## src/rtl/rst_req_ctrl.sv

```systemverilog
// Source end of the domain reset path: drives one active-low reset request to NUM_DOM
// domain synchronizers, enforces a minimum low time and confirms each domain's assert/release.
module rst_req_ctrl #(
    parameter int NUM_DOM     = 2,
    parameter int NUM_STAGES  = 2,
    parameter int HOLD_CYCLES = 8,
    parameter int TIMEOUT_CYC = 64
) (
    input  logic               CLK,
    input  logic               RST,
    input  logic               Soft_RST_Req,
    input  logic [NUM_DOM-1:0] Dom_RST_Ack,
    output logic               Dom_RST_Out,
    output logic               Busy,
    output logic               Done_Pulse,
    output logic               Timeout_Err
);

    localparam int CNT_W = $clog2(TIMEOUT_CYC + 1);
    localparam logic [CNT_W-1:0] HOLD_LAST = CNT_W'(HOLD_CYCLES - 1);
    localparam logic [CNT_W-1:0] TO_LAST   = CNT_W'(TIMEOUT_CYC - 1);
    localparam logic [CNT_W-1:0] CNT_MAX   = '1;

    typedef enum logic [2:0] {
        IDLE         = 3'd0,
        ASSERT_WAIT  = 3'd1,
        HOLD         = 3'd2,
        RELEASE_WAIT = 3'd3,
        DONE         = 3'd4
    } state_t;

    state_t             state_reg, state_next;
    logic [CNT_W-1:0]   cnt_reg;
    logic               req_reg;
    logic               req_edge;
    logic [NUM_DOM-1:0] ack_synced;
    logic               all_lo, all_hi;
    logic               out_reg, out_next;
    logic               busy_reg, busy_next;
    logic               done_reg, done_next;
    logic               err_reg, err_next;

    // Each ack bit arrives asynchronously and gets its own synchronizer chain.
    genvar gi;
    generate
        for (gi = 0; gi < NUM_DOM; gi++) begin : g_sync
            logic [NUM_STAGES-1:0] chain_reg;
            always_ff @(posedge CLK or negedge RST) begin
                if (!RST) begin
                    chain_reg <= '0;
                end else begin
                    chain_reg <= {chain_reg[NUM_STAGES-2:0], Dom_RST_Ack[gi]};
                end
            end
            assign ack_synced[gi] = chain_reg[NUM_STAGES-1];
        end
    endgenerate

    assign all_lo   = ~|ack_synced;
    assign all_hi   = &ack_synced;
    assign req_edge = Soft_RST_Req & ~req_reg;

    // The ack condition is tested before the timeout so a coincident ack wins.
    always_comb begin
        state_next = state_reg;
        err_next   = err_reg;
        case (state_reg)
            IDLE: begin
                if (req_edge) begin
                    state_next = ASSERT_WAIT;
                    err_next   = 1'b0;
                end
            end
            ASSERT_WAIT: begin
                if (all_lo) begin
                    state_next = HOLD;
                end else if (cnt_reg == TO_LAST) begin
                    state_next = HOLD;
                    err_next   = 1'b1;
                end
            end
            HOLD: begin
                if (cnt_reg == HOLD_LAST) begin
                    state_next = RELEASE_WAIT;
                end
            end
            RELEASE_WAIT: begin
                if (all_hi) begin
                    state_next = DONE;
                end else if (cnt_reg == TO_LAST) begin
                    state_next = DONE;
                    err_next   = 1'b1;
                end
            end
            DONE: begin
                state_next = IDLE;
            end
            default: begin
                state_next = IDLE;
            end
        endcase

        out_next  = (state_next == IDLE) || (state_next == RELEASE_WAIT) || (state_next == DONE);
        busy_next = (state_next != IDLE);
        done_next = (state_next == DONE);
    end

    always_ff @(posedge CLK or negedge RST) begin
        if (!RST) begin
            state_reg <= HOLD;
            cnt_reg   <= '0;
            req_reg   <= 1'b0;
            out_reg   <= 1'b0;
            busy_reg  <= 1'b1;
            done_reg  <= 1'b0;
            err_reg   <= 1'b0;
        end else begin
            state_reg <= state_next;
            req_reg   <= Soft_RST_Req;
            out_reg   <= out_next;
            busy_reg  <= busy_next;
            done_reg  <= done_next;
            err_reg   <= err_next;
            if (state_next != state_reg) begin
                cnt_reg <= '0;
            end else if (cnt_reg != CNT_MAX) begin
                cnt_reg <= cnt_reg + 1'b1;
            end
        end
    end

    assign Dom_RST_Out = out_reg;
    assign Busy        = busy_reg;
    assign Done_Pulse  = done_reg;
    assign Timeout_Err = err_reg;

endmodule

```

## config.mk

```make
export PLATFORM = sky130hd
export DESIGN_NAME = rst_req_ctrl
export DESIGN_NICKNAME = d
export VERILOG_FILES = /design/src/rtl/rst_req_ctrl.sv
export SDC_FILE = /design/constraint.sdc
export NUM_CORES = 1
export LEC_CHECK = 0
export BUFFER_PORTS_ARGS = -buffer_cell sky130_fd_sc_hd__buf_2
export CORE_AREA = 8 8 53 55
export CTS_BUF_LIST = sky130_fd_sc_hd__clkbuf_4 sky130_fd_sc_hd__clkbuf_8
export CTS_CLUSTER_DIAMETER = 200
export DETAILED_ROUTE_END_ITERATION = 8
export DIE_AREA = 0 0 61 63
export GPL_ROUTABILITY_DRIVEN = 0
export GPL_TIMING_DRIVEN = 0
export MAX_ROUTING_LAYER = met4
export REMOVE_ABC_BUFFERS = 1
export SLEW_MARGIN = 10
export SYNTH_ARGS = -nofsm -noshare
export SYNTH_HDL_FRONTEND = slang
export SYNTH_SLANG_ARGS = --single-unit
export TNS_END_PERCENT = 10
```

## constraint.sdc

```tcl
create_clock -name CLK -period 1.4 [get_ports CLK]
set_input_delay 0.14 -clock CLK [delete_from_list [all_inputs] [get_ports CLK]]
set_output_delay 0.14 -clock CLK [all_outputs]
set_load 0.01 [all_outputs]
```

## Word-level counts from Yosys, hierarchy flattened

Cells that the tools add are included.

| storage, ports and cells | value |
|---|---|
| register bits after elaboration | 19 |
| output and inout port bits | 4 |
| logic and storage cells | 48 |
| input port bits | 5 |

| operators by class | value |
|---|---|
| $add $sub $neg | 1 |
| bitwise logic cells | 2 |
| reduce and logical (&&, ||, !) cells | 10 |
| multiplexer cells | 14 |
| equal/unequal tests | 12 |

Operators by type and width:

| kind | count |
|---|---|
| 3-bit 2-to-1 mux | 6 |
| 7-bit 2-to-1 mux | 2 |
| 3-bit case mux with 4 select lines | 1 |
| 3-bit by 2-bit == test with 1-bit output (second input constant) | 3 |
| 7-bit by 1-bit adder with 7-bit output (second input constant) | 1 |
| 7-bit by 3-bit == test with 1-bit output (second input constant) | 1 |
| 7-bit by 6-bit == test with 1-bit output (second input constant) | 1 |
| 7-bit inequality test (second input constant) | 1 |
| 3-bit logical NOT | 2 |
| 2-bit inequality test (second input constant) | 3 |
| 3-bit nonzero test | 2 |
| 1-bit 2-to-1 mux | 4 |
| 4-bit AND reduction | 1 |
| 3-bit by 1-bit == test with 1-bit output (second input constant) | 1 |
| 3-bit == test (second input constant) | 1 |
| 3-bit inequality test | 1 |
| 1-bit case mux with 3 select lines | 1 |
| 1-bit logical OR | 2 |
| 2-bit AND reduction | 1 |
| 2-bit nonzero test | 1 |
| 2-bit OR reduction | 1 |
| 1-bit AND | 1 |
| 1-bit inverter | 1 |

## Longest topological paths before layout

| logic depth | value |
|---|---|
| depth after elaboration | 7 |
| mapped depth | 5 |
| mapped depth without buffers | 5 |

## Worst setup path before layout

No wires, ideal clock.

| timing | value |
|---|---|
| kind | register to register |
| start | reg cnt_reg[0] |
| end | reg cnt_reg[3] |
| setup time | 132 ps |
| path buffers | 0 |
| path slack | -153 ps |
| period minus slack after synthesis | 1553 ps |
| stages on the path, launching flop included | 6 |
| data required time | 1268 ps |
| arrival | 1421 ps |
| cell sequence | dfrtp_1 > ha_1 > nor2b_1 > nand2_1 > a32oi_4 > nor3_2 |

| on the way | value |
|---|---|
| word-level cells in the longest chain between the ends | 6 |
| elaborated cells between the ends (all ways) | 14 |
| those cells by class | 1 x add/sub; 4 x eq/ne; 8 x mux; 1 x reduce/logical |

RTL lines:

| what | line | text |
|---|---|---|
| start, declared | 33 | `logic [CNT_W-1:0] cnt_reg;` |
| start signal, assigned | 127 | `cnt_reg <= cnt_reg + 1'b1;` |
| 7-bit by 6-bit == test with 1-bit output | 77, 90 |  |
| 3-bit 2-to-1 mux, on equally long branches | 90, 77 |  |
| 3-bit 2-to-1 mux, on equally long branches | 88, 75 |  |
| 3-bit case mux with 4 select lines | 67 | `case (state_reg)` |
| 3-bit inequality test | 124 | `if (state_next != state_reg) begin` |
| 7-bit 2-to-1 mux / 2-bit nonzero test (equally long branches) | - |  |

Parallel ways exist; a longest one is shown, timed or not. The select of a mux whose other input is x is not followed.
A chain may end at the register's enable or synchronous reset.

## Worst setup path after layout

| timing | value |
|---|---|
| start | reg cnt_reg[1] |
| end | reg cnt_reg[6] |

The elaborated chain is that of the path after synthesis.

==> impl_metrics.toml <==
[run_status]
status = "finished, violations left"
violations = "setup timing"

[clock_network]
cts_sinks = 19
cts_made_buffers = 3
cts_tree = "yes"
htreeDepth = 1
root_buffer = "clkbuf_4"
clk_pin_slew_ns = 0.11
clock_latency_ns = 0.30
clk_path_buf_depth = 2

[sta]
fmax_mhz = 679
min_period_over_period_pct = 105
setup_viol = 7
rsz0062_at_grt = "yes"
fin_ws_ns = -0.0729
finalHoldViolCount = 0
slew_headroom_pct = 72.2
slew_viol_final = 0
skew_ns = 0.00579
min_period_ns = 1.47
worst_slew_pin_slew_ns = 0.417

[layout]
largest_reg_flops = 7
final_cell_mix = "dfrtp_1, nor2_1, buf_2"
nFillCells = 203
final_core_util_pct = 53.9
final_cell_area_um2 = 1110
fin_nets = 107
area_growth_pct = 29.1
drive_gt1_share_pct = 36.0
instances_no_fill = 128
layout_commonest_cell = "dfrtp_1"
n_antenna_cell = 0

[flow_run]
maxCapViolCount = 0

[setup_path]
r2r_end = "cnt_reg[6]"
cp-end-kind = "register"
slowest_delay_ns = 0.41
worstReg2RegStart = "cnt_reg[1]"
r2r.worst_path.cells = 5
crit_type = "reg -> reg"
worstPathArrival_ns = 1.66
slowest_stage = "dfrtp_1"
worstPathRequired_ns = 1.59
cp_top_family = "compound AO/OA/AOI/OAI gates"
cp_max_fo = 7
worstPathCellList = "ha_4 -> nor2b_4 -> a31oi_4 -> a32oi_4 -> nor2_1"
timing.critical_path.buf_inv = 0
critPathLaunch = "cnt_reg[1]"
reg2reg_setup_slack_ns = -0.07
start_kind = "register"

[floorplan]
core.rowCount = 17
core_area_um2 = 2060
die_w_um = 61
die_h_um = 63
initial_utilization_pct = 41.7
die_area_um2 = 3840
ios = 9

[power_and_ir_drop]
peakVddDrop_mv = 0.973
power_density_nw_per_um2 = 1760
leakage_nw = 0.478

[yosys]
async_flop_share_pct = 100
synth_top_family_by_area = "simple AND/OR/NAND/NOR gates"
seq_area_frac_synth_pct = 55.5
syn_inst = 79
avgSynthCellArea_um2 = 10.9
synthSimpleGateAreaFrac_pct = 21.5
synthAdderAreaFrac_pct = 1.45
ys.flop_type = "dfrtp_1"
synth_area_leader_cell = "dfrtp_1"
synthesis.area_um2 = 861
ys_ff_latch = 19
synthXorXnorAreaFrac_pct = 1.02
yosys_warnings = 0
synth.top_cell.area_share_pct = 49.4
synth_compound_area_share_pct = 16.3
synth_area_leaders = "dfrtp_1, dfstp_2, nor2_1, a21oi_1, a32oi_4"
synth.distinct_cells = 31
synth.area.mux_share_pct = 2.33
synth-edff-count = 0

[placed_design]
pre_cts_ws_ns = -0.361
placed_cell_area_um2 = 927
dp_hpwl_um = 1020
placement.io_buffers = 8
place_inst = 113

[global_route]
antenna_found_initial = 0
track_usage_pct = 9.86
grt_first_pass_wirelength_um = 2840
grt_overflow = 0
grt_pass1_vias = 640
grt_max_degree = 20

[detailed_routing]
viasPerCell = 5.13
ant_nets = 0
num_vias = 656
drt_pre_antenna_iters = 4
drcViolationCount = 0
wl_um = 1690
drtIter0Drc = 19
routedWlPerCell_um = 13.2

[min_path]
hold_class = "in -> async"
[cell usage after synthesis, drive strengths merged, types with 2 or more instances]
cell type and n:
nor2 9, nor3b 2, nand4 3, o21ai 2, inv 2, a21oi 6
dfrtp 17, dfstp 2, nand3 4, clkbuf 2, a31oi 3, nand2 7
nor2b 2, mux2i 2, a211oi 2
[per-layer routing]
| layer | GRT usage [%] | vias up | part of all wire (%) |
|---|---|---|---|
| li1 | - | 327 | - |
| met1 | 12.4 | 314 | 48 |
| met2 | 15.1 | 13 | 46 |
| met3 | 1.85 | 2 | 3.6 |
| met4 | 3.50 | 0 | 1.3 |
| met5 | - | - | 0 |
[layout make-up]
cell class | count | area, um^2 | area share [%]
sequential | 19 | 482 | 43.4
clock buffer | 3 | 22.5 | 2.03
timing repair buffer | 19 | 133 | 11.9
tap | 28 | 35.0 | 3.15
inverter | 2 | 7.51 | 0.676
multi-input combinational | 56 | 427 | 38.4
clock inverter | 1 | 5.00 | 0.450
[report_power, final]
part / internal [W] / switching (W) / total [W]
clock network: 0.000106 / 0.000172 / 0.000278
registers: 0.000707 / 0.000157 / 0.000865
logic: 0.000416 / 0.000402 / 0.000818
total: 0.00123 / 0.000731 / 0.00196
[through the flow]
stage / TNS [ns] / hold WS, ns / total power [W]
after floorplan: -1.08 / -0.156 / 0.00127
after global placement: -2.98 / 0.0971 / 0.00142
after detailed placement: -2.92 / 0.0996 / 0.00143
after CTS: -0.554 / 0.299 / 0.00193
after global routing: -1.01 / 0.330 / 0.00211
final: -0.430 / 0.286 / 0.00196
[worst reg2reg max path, stage by stage, from the launching register on]
cell and delay [ns]:
dfrtp_1 0.41, ha_4 0.18, nor2b_4 0.23, a31oi_4 0.13, a32oi_4 0.33, nor2_1 0.08
[repair_timing]
action	CTS	global route
setup endpoints to repair	12	8
setup buffers	6	1
pin swaps	10	4
endpoints found under the hold margin	20	0
gates resized for setup	13	2
hold buffers	4	0
[cell families after synthesis]
group | after synthesis
adder cells (fa/ha/maj) | 1
flip-flops | 19
XOR/XNOR | 1
multiplexers | 2
AO/OA/AOI/OAI | 18
buffers and inverters | 4
AND/OR/NAND/NOR | 34
[how the worst max path moves through the flow]
stage | end | slack [ns] | cells after the start
floorplan | cnt_reg[3] | -0.15 | 5
global placement | cnt_reg[0] | -0.36 | 5
detailed placement | cnt_reg[3] | -0.36 | 5
CTS | cnt_reg[1] | -0.08 | 4
global route | cnt_reg[2] | -0.15 | 5
finish | cnt_reg[6] | -0.07 | 5
No activity file was read; power rests on OpenSTA's default activity.
